[src/rtl/wb_regfile_if.sv]
// MEM/WB-to-writeback bundle: retiring instruction fields, decode read ports and
// writeback status outputs.
interface wb_regfile_if;
   logic        MEM_WB_reg_write_en;
   logic [1:0]  MEM_WB_reg_write_data_sel;
   logic [1:0]  MEM_WB_reg_dst;
   logic [2:0]  MEM_WB_rd;
   logic [15:0] MEM_WB_ex_res;
   logic [15:0] MEM_WB_data;
   logic [15:0] MEM_WB_pc_inc;
   logic        MEM_WB_alu_cond_out;
   logic        MEM_WB_halt;
   logic [2:0]  read1_reg;
   logic [2:0]  read2_reg;
   logic [15:0] read1_data;
   logic [15:0] read2_data;
   logic [15:0] wb_data;
   logic [2:0]  wb_reg;
   logic        wb_en;
   logic        halted;
   logic [15:0] commit_count;

   modport master (
      output MEM_WB_reg_write_en, MEM_WB_reg_write_data_sel, MEM_WB_reg_dst, MEM_WB_rd,
             MEM_WB_ex_res, MEM_WB_data, MEM_WB_pc_inc, MEM_WB_alu_cond_out, MEM_WB_halt,
             read1_reg, read2_reg,
      input  read1_data, read2_data, wb_data, wb_reg, wb_en, halted, commit_count
   );

   modport slave (
      input  MEM_WB_reg_write_en, MEM_WB_reg_write_data_sel, MEM_WB_reg_dst, MEM_WB_rd,
             MEM_WB_ex_res, MEM_WB_data, MEM_WB_pc_inc, MEM_WB_alu_cond_out, MEM_WB_halt,
             read1_reg, read2_reg,
      output read1_data, read2_data, wb_data, wb_reg, wb_en, halted, commit_count
   );
endinterface

[src/rtl/wb_regfile.sv]
// Writeback stage and 8x16 architectural register file with same-cycle write
// bypass on both read ports, sticky halt and committed-write counter.
module wb_regfile (
   input  logic         clk,
   input  logic         rst,
   wb_regfile_if.slave  wb
);

   logic [15:0] regs [8];
   logic        halted_q;
   logic [15:0] commit_count_q;
   logic [15:0] wb_data;
   logic [2:0]  wb_reg;
   logic        wb_en;

   always_comb begin
      wb_data = wb.MEM_WB_ex_res;
      unique case (wb.MEM_WB_reg_write_data_sel)
         2'b00:   wb_data = wb.MEM_WB_ex_res;
         2'b01:   wb_data = wb.MEM_WB_data;
         2'b10:   wb_data = wb.MEM_WB_pc_inc;
         default: wb_data = {15'b0, wb.MEM_WB_alu_cond_out};
      endcase
   end

   // reg_dst 11 is the link form: destination is always R7
   assign wb_reg = (wb.MEM_WB_reg_dst == 2'b11) ? 3'd7 : wb.MEM_WB_rd;

   // rst gates the enable so a write presented on a reset edge is discarded
   assign wb_en = wb.MEM_WB_reg_write_en & ~halted_q & rst;

   assign wb.read1_data   = (wb_en && (wb_reg == wb.read1_reg)) ? wb_data : regs[wb.read1_reg];
   assign wb.read2_data   = (wb_en && (wb_reg == wb.read2_reg)) ? wb_data : regs[wb.read2_reg];
   assign wb.wb_data      = wb_data;
   assign wb.wb_reg       = wb_reg;
   assign wb.wb_en        = wb_en;
   assign wb.halted       = halted_q;
   assign wb.commit_count = commit_count_q;

   always_ff @(posedge clk) begin
      if (!rst) begin
         for (int i = 0; i < 8; i++) regs[i] <= '0;
         halted_q       <= 1'b0;
         commit_count_q <= '0;
      end else begin
         if (wb_en) begin
            regs[wb_reg]   <= wb_data;
            commit_count_q <= commit_count_q + 16'd1;
         end
         if (wb.MEM_WB_halt) halted_q <= 1'b1;
      end
   end

endmodule

[src/flat_wrapper.sv]
// flat-port wrapper written by rule: the top's interface ports become plain ports
module wb_regfile_flat 
  (clk, rst, wb_MEM_WB_reg_write_en, wb_MEM_WB_reg_write_data_sel, wb_MEM_WB_reg_dst, wb_MEM_WB_rd, wb_MEM_WB_ex_res, wb_MEM_WB_data, wb_MEM_WB_pc_inc, wb_MEM_WB_alu_cond_out, wb_MEM_WB_halt, wb_read1_reg, wb_read2_reg, wb_read1_data, wb_read2_data, wb_wb_data, wb_wb_reg, wb_wb_en, wb_halted, wb_commit_count);
  wb_regfile_if wb_i ();
  input  logic clk;
  input  logic rst;
  input wire logic [$bits(wb_i.MEM_WB_reg_write_en)-1:0] wb_MEM_WB_reg_write_en;
  input wire logic [$bits(wb_i.MEM_WB_reg_write_data_sel)-1:0] wb_MEM_WB_reg_write_data_sel;
  input wire logic [$bits(wb_i.MEM_WB_reg_dst)-1:0] wb_MEM_WB_reg_dst;
  input wire logic [$bits(wb_i.MEM_WB_rd)-1:0] wb_MEM_WB_rd;
  input wire logic [$bits(wb_i.MEM_WB_ex_res)-1:0] wb_MEM_WB_ex_res;
  input wire logic [$bits(wb_i.MEM_WB_data)-1:0] wb_MEM_WB_data;
  input wire logic [$bits(wb_i.MEM_WB_pc_inc)-1:0] wb_MEM_WB_pc_inc;
  input wire logic [$bits(wb_i.MEM_WB_alu_cond_out)-1:0] wb_MEM_WB_alu_cond_out;
  input wire logic [$bits(wb_i.MEM_WB_halt)-1:0] wb_MEM_WB_halt;
  input wire logic [$bits(wb_i.read1_reg)-1:0] wb_read1_reg;
  input wire logic [$bits(wb_i.read2_reg)-1:0] wb_read2_reg;
  output wire logic [$bits(wb_i.read1_data)-1:0] wb_read1_data;
  output wire logic [$bits(wb_i.read2_data)-1:0] wb_read2_data;
  output wire logic [$bits(wb_i.wb_data)-1:0] wb_wb_data;
  output wire logic [$bits(wb_i.wb_reg)-1:0] wb_wb_reg;
  output wire logic [$bits(wb_i.wb_en)-1:0] wb_wb_en;
  output wire logic [$bits(wb_i.halted)-1:0] wb_halted;
  output wire logic [$bits(wb_i.commit_count)-1:0] wb_commit_count;
  assign wb_i.MEM_WB_reg_write_en = wb_MEM_WB_reg_write_en;
  assign wb_i.MEM_WB_reg_write_data_sel = wb_MEM_WB_reg_write_data_sel;
  assign wb_i.MEM_WB_reg_dst = wb_MEM_WB_reg_dst;
  assign wb_i.MEM_WB_rd = wb_MEM_WB_rd;
  assign wb_i.MEM_WB_ex_res = wb_MEM_WB_ex_res;
  assign wb_i.MEM_WB_data = wb_MEM_WB_data;
  assign wb_i.MEM_WB_pc_inc = wb_MEM_WB_pc_inc;
  assign wb_i.MEM_WB_alu_cond_out = wb_MEM_WB_alu_cond_out;
  assign wb_i.MEM_WB_halt = wb_MEM_WB_halt;
  assign wb_i.read1_reg = wb_read1_reg;
  assign wb_i.read2_reg = wb_read2_reg;
  assign wb_read1_data = wb_i.read1_data;
  assign wb_read2_data = wb_i.read2_data;
  assign wb_wb_data = wb_i.wb_data;
  assign wb_wb_reg = wb_i.wb_reg;
  assign wb_wb_en = wb_i.wb_en;
  assign wb_halted = wb_i.halted;
  assign wb_commit_count = wb_i.commit_count;
  wb_regfile u_core (.clk(clk), .rst(rst), .wb(wb_i));
endmodule
[config.mk]
export PLATFORM = sky130hd
export DESIGN_NAME = wb_regfile_flat
export DESIGN_NICKNAME = d
export VERILOG_FILES = /design/src/rtl/wb_regfile_if.sv /design/src/rtl/wb_regfile.sv /design/src/flat_wrapper.sv
export SDC_FILE = /design/constraint.sdc
export NUM_CORES = 1
export LEC_CHECK = 0
export ABC_AREA = 1
export ABC_CLOCK_PERIOD_IN_PS = 1750
export CAP_MARGIN = 20
export CORE_MARGIN = 5
export CORE_UTILIZATION = 50
export CTS_CLUSTER_SIZE = 40
export DETAILED_ROUTE_END_ITERATION = 7
export GPL_TIMING_DRIVEN = 0
export PLACE_DENSITY = 0.75
export SETUP_SLACK_MARGIN = 0.3
export SLEW_MARGIN = 20
export SYNTH_ARGS = -nofsm -noshare
export SYNTH_HDL_FRONTEND = slang
export SYNTH_SLANG_ARGS = --single-unit
[constraint.sdc]
create_clock -name clk -period 1.75 [get_ports clk]
set_input_delay 0.175 -clock clk [delete_from_list [all_inputs] [get_ports clk]]
set_output_delay 0.175 -clock clk [all_outputs]
set_load 0.01 [all_outputs]
Yosys cells after proc, flatten, opt, wreduce, memory -nomap -nowiden. Memory sizes are Yosys's and may differ from the RTL's. Index checks and enable logic that the tools add are counted.

$add $sub $neg: 1. Equality and inequality tests: 5. Multiplexer cells: 11. Bitwise operators: 3. Reductions and logical operators: 4.

Operators by type and width (count): 16-bit two-way mux (3); 16-bit one-hot mux with 3 select lines (1); 16-bit by 1-bit adder with 16-bit output, second input constant (1); 16-bit OR reduction (1); 3-bit == test (2); 3-bit two-way mux (2); 1-bit two-way mux (5); 2-bit == test, second input constant (2); 1-bit bitwise AND (2); 2-bit by 1-bit == test with 1-bit output, second input constant (1); 1-bit logical AND (2); 2-bit zero test (1); 1-bit NOT (1).

Register bits: 17. Bits in writable memories: 128. Input bits: 66. Word-level logic and storage cells: 27. Memories: 1.

Memories: u_core.regs (depth 8, bits a word 16, rd ports 2, clocked after Yosys merged registers in 0, wr ports 8, line wb_regfile.sv:9) `logic [15:0] regs [8];`.

Depth between registers and ports, before layout. Gate-level depths: netlist of the first run.

Depth after elaboration: 8. Gate-level depth with buffers: 10.

Worst setup path after synthesis of the first run. OpenSTA, ideal clock, no wires.

Kind: register to register. Start point: register u_core.halted_q (netlist: u_core.wb.halted). End point: memory u_core.regs[7][0] (enable). Library setup time: 0.372 ns. Data arrival time: 1.462 ns. Data required time: 1.378 ns. Setup slack: -0.084 ns. Stages on the path, launching flop included: 7. Path buffers: 1. Cells stage by stage: dfxtp_1 inv_1 nand3_2 nor2_2 nand2_1 buf_2 nand2_1.

RTL lines: start: declaration (line wb_regfile.sv:10) `logic halted_q;`; start signal: assignment (line wb_regfile.sv:43) `halted_q <= 1'b0;`; start signal: assignment (line wb_regfile.sv:50) `if (wb.MEM_WB_halt) halted_q <= 1'b1;`; end: declaration (line wb_regfile.sv:9).

Worst setup path after layout of the first run.
Start point: input wb_MEM_WB_rd[1]. End point: output wb_read1_data[9].

Longest elaborated chain between the ends: 4.

Ends and longest elaborated chain: start: declaration (line flat_wrapper.sv:10) `input wire logic [$bits(wb_i.MEM_WB_rd)-1:0] wb_MEM_WB_rd;`; 3-bit two-way mux (line wb_regfile.sv:27) `assign wb_reg = (wb.MEM_WB_reg_dst == 2'b11) ? 3'd7 : wb.MEM_WB_rd;`; 3-bit == test (line wb_regfile.sv:32) `assign wb.read1_data = (wb_en && (wb_reg == wb.read1_reg)) ? wb_data : regs[wb.read1_reg];`; 1-bit logical AND (line wb_regfile.sv:32); 16-bit two-way mux (line wb_regfile.sv:32); end: declaration (line flat_wrapper.sv:18) `output wire logic [$bits(wb_i.read1_data)-1:0] wb_read1_data;`.

Every way passes these cells.

==> report_table.html, run 1 <==
<table>
<tr><th>Metric</th><th>Value</th></tr>
<tr><th colspan="2">Status</th></tr>
<tr><td>Result of the run</td><td>finished, violations left</td></tr>
<tr><td>Violated checks</td><td>setup timing</td></tr>
<tr><th colspan="2">Global routing</th></tr>
<tr><td>Gr usage total</td><td>0.3331</td></tr>
<tr><td>Maximum number of pins on one net before global-route repair</td><td>19</td></tr>
<tr><td>Number of global-route vias before repair</td><td>9483</td></tr>
<tr><td>First-pass GRT wire length</td><td>52.31 mm</td></tr>
<tr><td>Remaining global-route overflow</td><td>0</td></tr>
<tr><td>Antenna violations before repair</td><td>1</td></tr>
<tr><th colspan="2">CTS</th></tr>
<tr><td>Clock-pin transition on the worst setup and hold timing paths</td><td>0.06 ns</td></tr>
<tr><td>Clk Latency, worst-skew pair</td><td>0.43 ns</td></tr>
<tr><td>CTS tree</td><td>built</td></tr>
<tr><td>Buffer depth of the longest clock path</td><td>2</td></tr>
<tr><td>Clock Sinks</td><td>~150</td></tr>
<tr><td>Cts hold-fix bufs</td><td>0</td></tr>
<tr><td>CTS root buffer</td><td>clkbuf_16</td></tr>
<tr><td>Inserted Clock Buffers</td><td>17</td></tr>
<tr><td>H-tree depth</td><td>4</td></tr>
<tr><th colspan="2">Synthesis</th></tr>
<tr><td>Xor/xnor cell area share of the yosys netlist</td><td>0.002888</td></tr>
<tr><td>Count of distinct cell types in the synthesized netlist</td><td>29</td></tr>
<tr><td>Simple-gate share of the synthesized area</td><td>0.3912</td></tr>
<tr><td>Number of nets produced by synthesis</td><td>1376</td></tr>
<tr><td>Sequential element share of the synthesized area</td><td>0.4598</td></tr>
<tr><td>Synth Instances</td><td>1309</td></tr>
<tr><td>Fraction of the mapped netlist area in adder cells</td><td>0.001375</td></tr>
<tr><td>Complex-gate fraction of the synthesized area</td><td>0.04717</td></tr>
<tr><td>Number of synthesis warnings</td><td>0</td></tr>
<tr><td>Post-synthesis area per instance</td><td>6.951 µm²</td></tr>
<tr><td>Flip-flop and latch count after synthesis</td><td>145</td></tr>
<tr><td>Combinational family with the most area after synthesis</td><td>simple AND/OR/NAND/NOR gates</td></tr>
<tr><td>Combined area of all synthesized cells</td><td>between 0.009 and 0.01 mm²</td></tr>
<tr><td>Portion of netlist area occupied by mux cells</td><td>0</td></tr>
<tr><th colspan="2">Floorplanning</th></tr>
<tr><td>Starting utilization of the core area</td><td>0.5065</td></tr>
<tr><td>Die Footprint</td><td>0.02099 mm²</td></tr>
<tr><td>Chip width</td><td>144.9 µm</td></tr>
<tr><td>Total I/O pin count</td><td>about 140</td></tr>
<tr><td>Core region area</td><td>0.01796 mm²</td></tr>
<tr><td>Number of standard-cell rows in the floorplan</td><td>49</td></tr>
<tr><td>Floorplan die height</td><td>144.9 µm</td></tr>
<tr><th colspan="2">Timing</th></tr>
<tr><td>Final hold viol count</td><td>0</td></tr>
<tr><td>Achievable frequency</td><td>485.2 MHz</td></tr>
<tr><td>Worst Tran Pin Value</td><td>0.7767 ns</td></tr>
<tr><td>Fin crit period</td><td>2.061 ns</td></tr>
<tr><td>Share of the cycle needed by the critical path after routing</td><td>1.178</td></tr>
<tr><td>Worst-case hold slack</td><td>0.2896 ns</td></tr>
<tr><td>RSZ-0062 raised after global routing</td><td>yes</td></tr>
<tr><td>Slew Limit Fails</td><td>0</td></tr>
<tr><td>Number of setup violations in the final report</td><td>147</td></tr>
<tr><td>Worst Skew</td><td>0.01041 ns</td></tr>
<tr><td>Total Negative Setup Slacks</td><td>-10.25 ns</td></tr>
<tr><td>Max-slew headroom</td><td>0.4787</td></tr>
<tr><td>Worst-case setup margin in the final layout</td><td>-0.3110 ns</td></tr>
<tr><th colspan="2">Cells and area</th></tr>
<tr><td>Most common cell after layout, fill and taps aside</td><td>nand2_1</td></tr>
<tr><td>Post-synthesis to final-layout area growth</td><td>46.67%</td></tr>
<tr><td>Antenna fix cells</td><td>0</td></tr>
<tr><td>Top library cells by usage in the layout, fill and taps aside</td><td>nand2_1, edfxtp_1, inv_1</td></tr>
<tr><td>Fill cells</td><td>1310</td></tr>
<tr><td>Final net count</td><td>1607</td></tr>
<tr><td>Final std cell area, no fill</td><td>0.01335 mm²</td></tr>
<tr><td>Fraction of layout cells with a size suffix above 1</td><td>0.2795</td></tr>
<tr><th colspan="2">Power and ir drop</th></tr>
<tr><td>Total design power</td><td>approximately 9.6 mW</td></tr>
<tr><td>Standby leakage power</td><td>6.099 nW</td></tr>
<tr><td>Net load switching power</td><td>3.006 mW</td></tr>
<tr><td>Worst ir drop on vdd</td><td>0.0007085 V</td></tr>
<tr><td>Clock Power Share</td><td>0.353</td></tr>
<tr><td>Cell Pwr Density</td><td>719.6 mW/mm²</td></tr>
<tr><td>Cell-internal power</td><td>around 6.6 mW</td></tr>
<tr><td>Net switching fraction of the power</td><td>0.3131</td></tr>
<tr><td>Combinational power share</td><td>0.234</td></tr>
<tr><td>Part of the total power dissipated in sequential elements</td><td>0.413</td></tr>
<tr><th colspan="2">Hold path</th></tr>
<tr><td>Hold Path Depth</td><td>3</td></tr>
<tr><td>Min-delay src</td><td>wb_MEM_WB_halt</td></tr>
<tr><td>Capture endpoint of the worst hold path</td><td>u_core.wb.halted</td></tr>
<tr><td>HP Class</td><td>in2reg</td></tr>
<tr><th colspan="2">Critical path</th></tr>
<tr><td>Critical path start-end classification</td><td>in2out</td></tr>
<tr><td>Worst reg2reg path startpoint</td><td>u_core.wb.halted</td></tr>
<tr><td>Critical Path Sink Type</td><td>output port</td></tr>
<tr><td>Critical path data required time</td><td>1.57 ns</td></tr>
<tr><td>Highest fanout seen on the critical path</td><td>5</td></tr>
<tr><td>CP arrival</td><td>1.89 ns</td></tr>
<tr><td>Cell count of the worst reg-to-reg path</td><td>9</td></tr>
<tr><td>Reg2reg setup slack</td><td>-0.05 ns</td></tr>
<tr><td>Kind of start point of the critical path</td><td>input port</td></tr>
<tr><td>Endpoint of the worst-slack reg-to-reg timing path</td><td>u_core.regs[7][2]</td></tr>
<tr><th colspan="2">Routing</th></tr>
<tr><td>Via count</td><td>10260</td></tr>
<tr><td>Number of design-rule violations left by the first detailed-router iteration</td><td>1603</td></tr>
<tr><td>Via density</td><td>5.759</td></tr>
<tr><td>Drt drc</td><td>0</td></tr>
<tr><td>Count of antenna-violating nets left after detailed routing</td><td>0</td></tr>
<tr><td>Average routed wire per standard cell</td><td>20.54 µm</td></tr>
<tr><td>First-pass iteration count of the detailed router</td><td>6</td></tr>
<tr><td>Aggregate routed wire length</td><td>36.60 mm</td></tr>
<tr><th colspan="2">Placed design</th></tr>
<tr><td>Global placer's final weighted congestion</td><td>around 0.96</td></tr>
<tr><td>Setup slack after placement</td><td>-0.8899 ns</td></tr>
<tr><td>Estimated wirelength of the detail-placed design</td><td>24.02 mm</td></tr>
<tr><td>Standard cell area after detailed placement</td><td>0.01087 mm²</td></tr>
<tr><td>Number of port buffers</td><td>130</td></tr>
<tr><th colspan="2">Flow run</th></tr>
<tr><td>Number of maximum-capacitance violations</td><td>0</td></tr>
</table>
sequential cells by signal, summed over array words and instances, names as in the netlist:
register	count
u_core.wb.halted	1
u_core.wb.commit_count	16
u_core.regs	128
layout make-up:
type / instances / area [µm²] / area share
Tap cell: 229 / 286.5 / 0.02147
Buffer: 69 / 614.3 / 0.04603
Inverter: 147 / 556.8 / 0.04172
Multi-Input combinational cell: 956 / 5087 / 0.3812
Clock buffer: 21 / 460.4 / 0.03450
Sequential cell: 145 / 4197 / 0.3145
Clock inverter: 11 / 76.32 / 0.005719
Timing Repair Buffer: 204 / 2067 / 0.1549
layer usage:
metal | share of wire | global-route usage | up-vias | routed length [µm]
met3 | 0.13 | 0.08971 | 151 | 4886
met2 | 0.47 | 0.5439 | 775 | 17250
li1 | - | - | 4612 | -
met5 | 0.00036 | 0 | - | 13
met1 | 0.35 | 0.4271 | 4723 | 12880
met4 | 0.043 | 0.1203 | 2 | 1566
cells by family (layout without fill, tap and decap cells):
kind of cell | Yosys count | in the layout
AND/OR/NAND/NOR | 861 | 869
buffers and inverters | 216 | 452
flip-flops | 145 | 145
AO/OA/AOI/OAI | 83 | 83
XOR/XNOR | 3 | 3
adder cells (fa/ha/maj) | 1 | 1
metrics by stage:
stage / std cells / utilization
4_1_cts: 1767 / 0.6945
6_report: 1782 / 0.7429
3_5_place_dp: 1668 / 0.6050
5_1_grt: 1782 / 0.7429
3_3_place_gp: 1668 / 0.6050
2_1_floorplan: 1309 / -
cell usage after synthesis, drive strengths merged:
cell	number	area share
inv	147	0.061
xor2	3	0.0029
nor2	203	0.086
nand4	7	0.0048
a21oi	8	0.0056
dfxtp	17	0.037
and3	1	0.00069
buf	53	0.030
nor3b	1	0.00083
clkbuf	16	0.0067
edfxtp	128	0.42
nor3	1	0.0018
ha	1	0.0014
o21ai	74	0.041
nand3	153	0.091
nand2	495	0.21
o21bai	1	0.00083
worst max-delay path by stage:
| stage | cells after the start | end | from | slack [ns] |
|---|---|---|---|---|
| 2_1_floorplan | 6 | u_core.regs[6][0] | u_core.wb.halted | 0.30 |
| 3_3_place_gp | 10 | wb_read2_data[11] | wb_read2_reg[0] | -0.90 |
| 3_5_place_dp | 10 | wb_read2_data[11] | wb_read2_reg[0] | -0.89 |
| 4_1_cts | 9 | wb_read1_data[9] | u_core.wb.halted | -0.29 |
| 5_1_grt | 10 | wb_read2_data[13] | wb_read2_reg[1] | -0.38 |
| 6_report | 11 | wb_read1_data[9] | wb_MEM_WB_rd[1] | -0.31 |
power by group through the flow:
stage | clock network, mW | registers (mW) | logic [mW]
2_1_floorplan | 0 | 4.02 | 1.01
3_3_place_gp | 0 | 4.02 | 1.84
3_5_place_dp | 0 | 4.03 | 1.86
4_1_cts | 3.37 | 3.96 | 2.02
5_1_grt | 3.55 | 3.97 | 2.39
6_report | 3.39 | 3.96 | 2.25
worst max-delay path: stages:
cell and delay [ns]:
clkdlybuf4s50_1 0.45, inv_1 0.11, nand2_2 0.14, nor2_2 0.09
nor3_4 0.32, buf_6 0.16, buf_6 0.11, buf_6 0.10
nand3_2 0.05, nand2_1 0.06, buf_2 0.13
repair_timing:
item | in CTS | in global routing
gates resized for setup | 352 | 213
pin swaps | 36 | 28
buffers inserted | 59 | 12
gates cloned | 8 | 3
endpoints found under the setup margin | 323 | 334
Note: power is estimated with default switching activity, not from simulation.
==> inputs of run 2 (changes only) <==
CELL_PAD_IN_SITES_DETAIL_PLACEMENT = 0   (was unset)
CELL_PAD_IN_SITES_GLOBAL_PLACEMENT = 2   (was unset)
CORE_UTILIZATION = 28   (was 50)
PLACE_DENSITY = 0.76   (was 0.75)
==> run 2 against run 1 <==
  * The flow still finishes with violations (setup timing)
  * Worst hold slack got worse by 0.0084 ns
  * Routed wire length rose by 10%
  * Clock-buffer cell count fell by 3
  * Non-clock buffer count fell by 11
  * Global-route usage fell by 11 points
  * Via count fell by 6.6%
  * Sequential share of layout area rose by 0.16 points
  * Final cell count rose by 11%
  * Maximum frequency rose by 3.9%
  * Critical endpoint is now wb_read2_data[14]
  * Largest power group unchanged
==> report_table.html, run 2 (synthesized netlist as in run 1, its figures left out) <==
<table>
<tr><th>Metric</th><th>Value</th></tr>
<tr><th colspan="2">Status</th></tr>
<tr><td>Violated checks</td><td>setup timing</td></tr>
<tr><td>Result of the run</td><td>finished, violations left</td></tr>
<tr><th colspan="2">Critical path</th></tr>
<tr><td>Critical path start-end classification</td><td>reg2out</td></tr>
<tr><td>Crit-path max cell delay</td><td>0.36 ns (-0.09 ns)</td></tr>
<tr><td>CP bufs+invs</td><td>4 (-2)</td></tr>
<tr><td>Cell with the largest stage delay on the worst path</td><td>dfxtp_4</td></tr>
<tr><td>Series of cell instances along the critical path</td><td>nor2_4, nand2_2, a21oi_4, buf_12, buf_12, buf_16, nand3_2, nand2_2, buf_6</td></tr>
<tr><td>Kind of start point of the critical path</td><td>flip-flop</td></tr>
<tr><td>CP arrival</td><td>1.81 ns (-0.08 ns)</td></tr>
<tr><td>Highest fanout seen on the critical path</td><td>6 (+1)</td></tr>
<tr><td>Critical Path Sink Type</td><td>output port</td></tr>
<tr><td>Critical path's top delay family</td><td>buffers and inverters</td></tr>
<tr><td>Cell count of the worst reg-to-reg path</td><td>8 (-1)</td></tr>
<tr><td>Critical path depth</td><td>9 (-2)</td></tr>
<tr><td>Critical path data required time</td><td>1.57 ns (about the same)</td></tr>
<tr><th colspan="2">Floorplanning</th></tr>
<tr><td>Starting utilization of the core area</td><td>0.2818 (-0.2247)</td></tr>
<tr><td>Total I/O pin count</td><td>135 (unchanged)</td></tr>
<tr><td>Number of standard-cell rows in the floorplan</td><td>66 (+35%)</td></tr>
<tr><td>Core region area</td><td>0.03229 mm² (+80%)</td></tr>
<tr><td>Chip width</td><td>190.3 µm (+31%)</td></tr>
<tr><td>Floorplan die height</td><td>190.3 µm (+31%)</td></tr>
<tr><td>Die Footprint</td><td>0.03620 mm² (+72%)</td></tr>
<tr><th colspan="2">CTS</th></tr>
<tr><td>H-tree depth</td><td>4 (unchanged)</td></tr>
<tr><td>Clock-pin transition on the worst setup and hold timing paths</td><td>0.07 ns (about the same)</td></tr>
<tr><td>Clk Latency, worst-skew pair</td><td>0.45 ns (+0.02 ns)</td></tr>
<tr><td>Inserted Clock Buffers</td><td>17 (unchanged)</td></tr>
<tr><td>CTS root buffer</td><td>clkbuf_16</td></tr>
<tr><td>Buffer depth of the longest clock path</td><td>2 (unchanged)</td></tr>
<tr><td>CTS tree</td><td>built</td></tr>
<tr><td>Cts hold-fix bufs</td><td>0 (unchanged)</td></tr>
<tr><td>Clock Sinks</td><td>145 (unchanged)</td></tr>
<tr><th colspan="2">Global routing</th></tr>
<tr><td>Antenna violations before repair</td><td>0 (-1)</td></tr>
<tr><td>First-pass GRT wire length</td><td>59.04 mm (+13%)</td></tr>
<tr><td>Gr usage total</td><td>0.2215 (-0.1116)</td></tr>
<tr><td>Number of global-route vias before repair</td><td>9356 (-1.3%)</td></tr>
<tr><td>Remaining global-route overflow</td><td>0 (unchanged)</td></tr>
<tr><td>Maximum number of pins on one net before global-route repair</td><td>18 (-1)</td></tr>
<tr><th colspan="2">Timing</th></tr>
<tr><td>RSZ-0062 raised after global routing</td><td>yes</td></tr>
<tr><td>Max-slew headroom</td><td>0.5346 (+0.05585)</td></tr>
<tr><td>Worst-case setup margin in the final layout</td><td>-0.2335 ns (+0.07748 ns)</td></tr>
<tr><td>Slew Limit Fails</td><td>0 (unchanged)</td></tr>
<tr><td>Fin crit period</td><td>1.984 ns (-0.07748 ns)</td></tr>
<tr><td>Final hold viol count</td><td>0 (unchanged)</td></tr>
<tr><td>Worst Skew</td><td>0.01125 ns (+0.0008446 ns)</td></tr>
<tr><td>Number of setup violations in the final report</td><td>32 (-78%)</td></tr>
<tr><td>Worst Tran Pin Value</td><td>0.6981 ns (-0.07856 ns)</td></tr>
<tr><td>Achievable frequency</td><td>504.2 MHz (+3.9%)</td></tr>
<tr><td>Share of the cycle needed by the critical path after routing</td><td>1.133 (-0.04427)</td></tr>
<tr><th colspan="2">Routing</th></tr>
<tr><td>Average routed wire per standard cell</td><td>20.30 µm (-1.1%)</td></tr>
<tr><td>First-pass iteration count of the detailed router</td><td>7 (+1)</td></tr>
<tr><td>Aggregate routed wire length</td><td>40.31 mm (+10%)</td></tr>
<tr><td>Drt drc</td><td>0 (unchanged)</td></tr>
<tr><td>Number of design-rule violations left by the first detailed-router iteration</td><td>753 (-53%)</td></tr>
<tr><td>Via density</td><td>4.831 (-16%)</td></tr>
<tr><td>Count of antenna-violating nets left after detailed routing</td><td>0 (unchanged)</td></tr>
<tr><td>Via count</td><td>9590 (-6.6%)</td></tr>
<tr><th colspan="2">Cells and area</th></tr>
<tr><td>Fraction of layout cells with a size suffix above 1</td><td>0.2327 (-0.04680)</td></tr>
<tr><td>Post-synthesis to final-layout area growth</td><td>45.97%</td></tr>
<tr><td>Antenna fix cells</td><td>0 (unchanged)</td></tr>
<tr><td>Final std cell area, no fill</td><td>0.01328 mm² (-0.48%)</td></tr>
<tr><td>Final net count</td><td>1597 (-0.62%)</td></tr>
<tr><td>Number of flip-flops under the largest register name</td><td>128 (unchanged)</td></tr>
<tr><td>Top register by number of flip-flops</td><td>u_core.regs</td></tr>
<tr><td>Fill cells</td><td>3364 (+160%)</td></tr>
<tr><td>Top library cells by usage in the layout, fill and taps aside</td><td>nand2_1, nor2_1, edfxtp_1</td></tr>
<tr><td>Most common cell after layout, fill and taps aside</td><td>nand2_1</td></tr>
<tr><th colspan="2">Flow run</th></tr>
<tr><td>Number of maximum-capacitance violations</td><td>0 (unchanged)</td></tr>
<tr><th colspan="2">Hold path</th></tr>
<tr><td>HP Class</td><td>in2reg</td></tr>
<tr><td>Hold Path Depth</td><td>3 (unchanged)</td></tr>
<tr><th colspan="2">Placed design</th></tr>
<tr><td>Standard cell area after detailed placement</td><td>0.01113 mm² (+2.5%)</td></tr>
<tr><td>Number of port buffers</td><td>130 (unchanged)</td></tr>
<tr><td>Estimated wirelength of the detail-placed design</td><td>27.28 mm (+14%)</td></tr>
<tr><td>Global placer's final weighted congestion</td><td>0.8025 (-17%)</td></tr>
<tr><th colspan="2">Power and ir drop</th></tr>
<tr><td>Worst ir drop on vdd</td><td>0.0007114 V (+0.40%)</td></tr>
<tr><td>Cell Pwr Density</td><td>749.4 mW/mm² (+4.1%)</td></tr>
<tr><td>Standby leakage power</td><td>6.085 nW (-0.23%)</td></tr>
<tr><td>Total design power</td><td>9.953 mW (+3.6%)</td></tr>
</table>
[run 2: changes by cell type in the layout (fill, tap and decap cells not counted), sizes merged]
cell           delta
dlygate4sd2      +13
buf              -11
dlymetal6s2s      -7
clkdlybuf4s15     -4
clkdlybuf4s50     -4
inv               +2
clkbuf            -1
clkinvlp          +1
nand2             +1
[run 2: area by class of cell]
type | instances | area (µm²) | share of cell area
repair buffers | 193 | 1947 | 0.1466
clock inverters | 14 | 138.9 | 0.01046
plain buffers | 69 | 688.2 | 0.05181
clock buffers | 18 | 450.4 | 0.03391
inverters | 147 | 555.5 | 0.04183
multi-input cells | 957 | 4751 | 0.3577
flip-flops and latches | 145 | 4198 | 0.3161
well taps | 442 | 553.0 | 0.04164
[run 2: repair_timing]
| item | CTS | global route |
|---|---|---|
| pin swaps | 34 | 15 |
| buffers inserted | 47 | 10 |
| gates cloned | 13 | 2 |
| setup endpoints to repair | 322 | 308 |
| resized for setup | 381 | 103 |
[run 2: final timing paths]
kind,endpoint,slack [ns],startpoint
setup reg to reg,u_core.regs[6][15],0.12,u_core.wb.halted
hold reg to reg,u_core.wb.commit_count[2],0.49,u_core.wb.commit_count[2]
setup / recovery,wb_read2_data[14],-0.23,u_core.wb.halted
hold / removal,u_core.wb.halted,0.28,wb_MEM_WB_halt
[run 2: routing by layer]
layer  vias to the layer above  track usage  wire (µm)
li1                       4600            -          -
met1                      4594       0.3047      18170
met2                       352       0.3645      18870
met3                        44      0.03534       2446
met4                         0      0.05994        821
met5                         -            0          0
[run 2: worst reg2reg max path, delay by kind of cell (launching register included)]
family,cells,cell delay (ns)
buf+inv,4,0.54
simple gates,4,0.42
flops,1,0.36
[run 2: power breakdown]
group	internal (mW)	total (mW)	leakage, nW	switching, mW
registers	3.90	3.95	1.44	0.0480
clock network	1.98	3.75	0.294	1.77
logic	0.839	2.25	4.35	1.41
[run 2: stage by stage]
| step | setup WS (ns) | utilization | instances | TNS, ns | hold slack [ns] |
|---|---|---|---|---|---|
| 2_1_floorplan | 0.2963 | - | 1309 | 0 | 0.2908 |
| 3_3_place_gp | -1.073 | 0.3448 | 1881 | -135.80 | 0.4800 |
| 3_5_place_dp | -1.128 | 0.3448 | 1881 | -139.10 | 0.4844 |
| 4_1_cts | -0.2222 | 0.3978 | 1973 | -6.161 | 0.2694 |
| 5_1_grt | -0.2948 | 0.4113 | 1985 | -7.510 | 0.2868 |
| 6_report | -0.2335 | 0.4113 | 1985 | -5.223 | 0.2812 |
==> inputs of run 3 (changes only) <==
TNS_END_PERCENT = 10   (was unset)
==> run 3 against run 2 <==
  * Non-clock buffer count shrank 35
  * Combinational power shrank 5%
  * The run still ends with setup timing left
  * Register-to-register slack lost 0.22 ns
  * Die area is the same
  * Flip-flop and latch count is the same
  * Worst hold slack gained 0.0010 ns
  * Maximum frequency grew 0.52%
  * Via count shrank 3.2%
  * Critical endpoint is now wb_read2_data[6]
  * Critical path type unchanged
==> report_table.html, run 3 (synthesized netlist as in run 1, its figures left out) <==
<table>
<tr><th>Metric</th><th>Value</th></tr>
<tr><th colspan="2">Placed design</th></tr>
<tr><td>Estimated wirelength of the detail-placed design</td><td>27.28 mm (unchanged)</td></tr>
<tr><td>Standard cell area after detailed placement</td><td>0.01113 mm² (unchanged)</td></tr>
<tr><td>Number of port buffers</td><td>130 (unchanged)</td></tr>
<tr><td>Global placer's final weighted congestion</td><td>0.8025 (unchanged)</td></tr>
<tr><th colspan="2">Floorplanning</th></tr>
<tr><td>Chip width</td><td>190.3 µm (unchanged)</td></tr>
<tr><td>Starting utilization of the core area</td><td>0.2818 (unchanged)</td></tr>
<tr><td>Core region area</td><td>0.03229 mm² (unchanged)</td></tr>
<tr><td>Die Footprint</td><td>0.03620 mm² (unchanged)</td></tr>
<tr><td>Total I/O pin count</td><td>135 (unchanged)</td></tr>
<tr><td>Number of standard-cell rows in the floorplan</td><td>66 (unchanged)</td></tr>
<tr><td>Floorplan die height</td><td>190.3 µm (unchanged)</td></tr>
<tr><th colspan="2">Routing</th></tr>
<tr><td>Average routed wire per standard cell</td><td>19.79 µm (-2.5%)</td></tr>
<tr><td>Via count</td><td>9281 (-3.2%)</td></tr>
<tr><td>Aggregate routed wire length</td><td>38.44 mm (-4.6%)</td></tr>
<tr><td>Via density</td><td>4.779 (-1.1%)</td></tr>
<tr><td>Drt drc</td><td>0 (unchanged)</td></tr>
<tr><td>First-pass iteration count of the detailed router</td><td>5 (-2)</td></tr>
<tr><td>Number of design-rule violations left by the first detailed-router iteration</td><td>795 (+5.6%)</td></tr>
<tr><td>Count of antenna-violating nets left after detailed routing</td><td>0 (unchanged)</td></tr>
<tr><th colspan="2">Cells and area</th></tr>
<tr><td>Area used by sequential logic in the layout</td><td>0.004198 mm² (unchanged)</td></tr>
<tr><td>Final net count</td><td>1554 (-2.7%)</td></tr>
<tr><td>Top register by number of flip-flops</td><td>u_core.regs</td></tr>
<tr><td>Post-synthesis to final-layout area growth</td><td>38.26%</td></tr>
<tr><td>Fraction of layout cells with a size suffix above 1</td><td>0.1980 (-0.03466)</td></tr>
<tr><td>Most common cell after layout, fill and taps aside</td><td>nand2_1</td></tr>
<tr><td>Final std cell area, no fill</td><td>0.01258 mm² (-5.3%)</td></tr>
<tr><td>Fill cells</td><td>3432 (+2.0%)</td></tr>
<tr><td>Top library cells by usage in the layout, fill and taps aside</td><td>nand2_1, nor2_1, edfxtp_1</td></tr>
<tr><td>Number of flip-flops under the largest register name</td><td>128 (unchanged)</td></tr>
<tr><td>Antenna fix cells</td><td>0 (unchanged)</td></tr>
<tr><td>Footprint of the multi-input gates</td><td>0.004524 mm² (-4.8%)</td></tr>
<tr><th colspan="2">Hold path</th></tr>
<tr><td>HP Class</td><td>in2reg</td></tr>
<tr><td>Hold Path Depth</td><td>3 (unchanged)</td></tr>
<tr><td>Capture endpoint of the worst hold path</td><td>u_core.wb.halted</td></tr>
<tr><td>Min-delay src</td><td>wb_MEM_WB_halt</td></tr>
<tr><th colspan="2">CTS</th></tr>
<tr><td>Cts hold-fix bufs</td><td>0 (unchanged)</td></tr>
<tr><td>CTS root buffer</td><td>clkbuf_16</td></tr>
<tr><td>CTS tree</td><td>built</td></tr>
<tr><td>Clock-pin transition on the worst setup and hold timing paths</td><td>0.07 ns (about the same)</td></tr>
<tr><td>Inserted Clock Buffers</td><td>17 (unchanged)</td></tr>
<tr><td>Clk Latency, worst-skew pair</td><td>0.45 ns (about the same)</td></tr>
<tr><td>Buffer depth of the longest clock path</td><td>2 (unchanged)</td></tr>
<tr><td>Clock Sinks</td><td>145 (unchanged)</td></tr>
<tr><td>H-tree depth</td><td>4 (unchanged)</td></tr>
<tr><th colspan="2">Critical path</th></tr>
<tr><td>Reg2reg setup slack</td><td>-0.10 ns (-0.22 ns)</td></tr>
<tr><td>Worst reg2reg path startpoint</td><td>u_core.wb.halted</td></tr>
<tr><td>Series of cell instances along the critical path</td><td>nor2_4, nand2_2, a21oi_4, buf_12, buf_12, buf_8, nand3_1, nand2_1, buf_6</td></tr>
<tr><td>CP arrival</td><td>1.80 ns (about the same)</td></tr>
<tr><td>Endpoint of the worst-slack reg-to-reg timing path</td><td>u_core.regs[0][12]</td></tr>
<tr><td>Critical path data required time</td><td>1.57 ns (about the same)</td></tr>
<tr><td>Cell with the largest stage delay on the worst path</td><td>dfxtp_4</td></tr>
<tr><td>CP bufs+invs</td><td>4 (unchanged)</td></tr>
<tr><td>Critical Path Sink Type</td><td>output port</td></tr>
<tr><td>Cell count of the worst reg-to-reg path</td><td>7 (-1)</td></tr>
<tr><td>CP dominant cell by count</td><td>buf_12</td></tr>
<tr><td>Highest fanout seen on the critical path</td><td>6 (unchanged)</td></tr>
<tr><td>Critical path start-end classification</td><td>reg2out</td></tr>
<tr><td>Startpoint of the worst setup timing path</td><td>u_core.wb.halted</td></tr>
<tr><td>Critical path's top delay family</td><td>buffers and inverters</td></tr>
<tr><td>Kind of start point of the critical path</td><td>flip-flop</td></tr>
<tr><td>Crit-path max cell delay</td><td>0.35 ns (about the same)</td></tr>
<tr><th colspan="2">Timing</th></tr>
<tr><td>Max-slew headroom</td><td>0.5388 (+0.004185)</td></tr>
<tr><td>Final hold viol count</td><td>0 (unchanged)</td></tr>
<tr><td>Worst Skew</td><td>0.01267 ns (+0.001421 ns)</td></tr>
<tr><td>Fin crit period</td><td>1.973 ns (-0.01029 ns)</td></tr>
<tr><td>Worst-case setup margin in the final layout</td><td>-0.2232 ns (+0.01029 ns)</td></tr>
<tr><td>Number of setup violations in the final report</td><td>137 (+330%)</td></tr>
<tr><td>Share of the cycle needed by the critical path after routing</td><td>1.128 (-0.005878)</td></tr>
<tr><td>Achievable frequency</td><td>506.8 MHz (+0.52%)</td></tr>
<tr><td>Slew Limit Fails</td><td>0 (unchanged)</td></tr>
<tr><td>RSZ-0062 raised after global routing</td><td>yes</td></tr>
<tr><td>Worst Tran Pin Value</td><td>0.6919 ns (-0.006278 ns)</td></tr>
<tr><th colspan="2">Global routing</th></tr>
<tr><td>First-pass GRT wire length</td><td>56.92 mm (-3.6%)</td></tr>
<tr><td>Remaining global-route overflow</td><td>0 (unchanged)</td></tr>
<tr><td>Gr usage total</td><td>0.2120 (-0.009517)</td></tr>
<tr><td>Number of global-route vias before repair</td><td>9191 (-1.8%)</td></tr>
<tr><td>Maximum number of pins on one net before global-route repair</td><td>17 (-1)</td></tr>
<tr><td>Antenna violations before repair</td><td>0 (unchanged)</td></tr>
<tr><th colspan="2">Power and ir drop</th></tr>
<tr><td>Cell-internal power</td><td>6.669 mW (-0.85%)</td></tr>
<tr><td>Standby leakage power</td><td>5.673 nW (-6.8%)</td></tr>
<tr><td>Worst ir drop on vdd</td><td>0.0006662 V (-6.4%)</td></tr>
<tr><td>Cell Pwr Density</td><td>781.8 mW/mm² (+4.3%)</td></tr>
<tr><td>Combinational power share</td><td>0.217 (-0.009)</td></tr>
<tr><td>Clock Power Share</td><td>0.382 (+0.005)</td></tr>
<tr><td>Net switching fraction of the power</td><td>0.3219 (-0.002284)</td></tr>
<tr><td>Part of the total power dissipated in sequential elements</td><td>0.402 (+0.005)</td></tr>
<tr><td>Total design power</td><td>9.835 mW (-1.2%)</td></tr>
<tr><td>Net load switching power</td><td>3.166 mW (-1.9%)</td></tr>
<tr><th colspan="2">Flow run</th></tr>
<tr><td>Number of maximum-capacitance violations</td><td>0 (unchanged)</td></tr>
<tr><th colspan="2">Status</th></tr>
<tr><td>Violated checks</td><td>setup timing</td></tr>
<tr><td>Result of the run</td><td>finished, violations left</td></tr>
</table>
-- run 3: tightest hold or removal path: cells and delay by family --
kind	cells	cell delay (ns)
buf+inv	1	0.39
simple gates	2	0.12
-- run 3: repair_timing --
item | in CTS | in global routing
resized for setup | 320 | 77
buffers inserted | 21 | 3
endpoints found under the setup margin | 322 | 256
endpoints found under the hold margin | 0 | 0
pin swaps | 32 | 21
cloned | 5 | 0
-- run 3: through the flow --
stage	cells	setup slack [ns]	hold WS (ns)	util	setup TNS, ns
2_1_floorplan	1309	0.2963	0.2908	-	0
3_3_place_gp	1881	-1.073	0.4800	0.3448	-135.80
3_5_place_dp	1881	-1.128	0.4844	0.3448	-139.10
4_1_cts	1939	-0.2244	0.2694	0.3809	-13.85
5_1_grt	1942	-0.2977	0.2868	0.3896	-19.82
6_report	1942	-0.2232	0.2822	0.3896	-10.55
-- run 3: power by group through the flow --
stage,clock network [mW],registers (mW),logic [mW]
final,3.75,3.95,2.13
after global routing,3.93,3.97,2.32
after CTS,3.77,3.95,2.06
after detailed placement,0,4.03,1.94
after global placement,0,4.02,1.94
after floorplan,0,4.02,1.01
-- run 3: worst max-delay path by stage --
stage	slack (ns)	depth (start not counted)	endpoint
3_5_place_dp	-1.13	10	wb_read2_data[6]
6_report	-0.22	9	wb_read2_data[6]
4_1_cts	-0.22	8	wb_read1_data[0]
3_3_place_gp	-1.07	10	wb_read2_data[6]
5_1_grt	-0.30	9	wb_read2_data[6]
2_1_floorplan	0.30	6	u_core.regs[6][0]
-- run 3: layout make-up --
| type | count | area share |
|---|---|---|
| Buffer | 69 | 0.04734 |
| Clock buffer | 18 | 0.03581 |
| Clock inverter | 14 | 0.01104 |
| Inverter | 147 | 0.04416 |
| Multi-Input combinational cell | 949 | 0.3597 |
| Sequential cell | 145 | 0.3337 |
| Tap cell | 442 | 0.04396 |
| Timing Repair Buffer | 158 | 0.1243 |
-- run 3: routing by layer --
| metal | part of all wire | track usage |
|---|---|---|
| met5 | 0 | 0 |
| met4 | 0.022 | 0.05856 |
| met3 | 0.053 | 0.03167 |
| met2 | 0.47 | 0.3526 |
| met1 | 0.45 | 0.2894 |
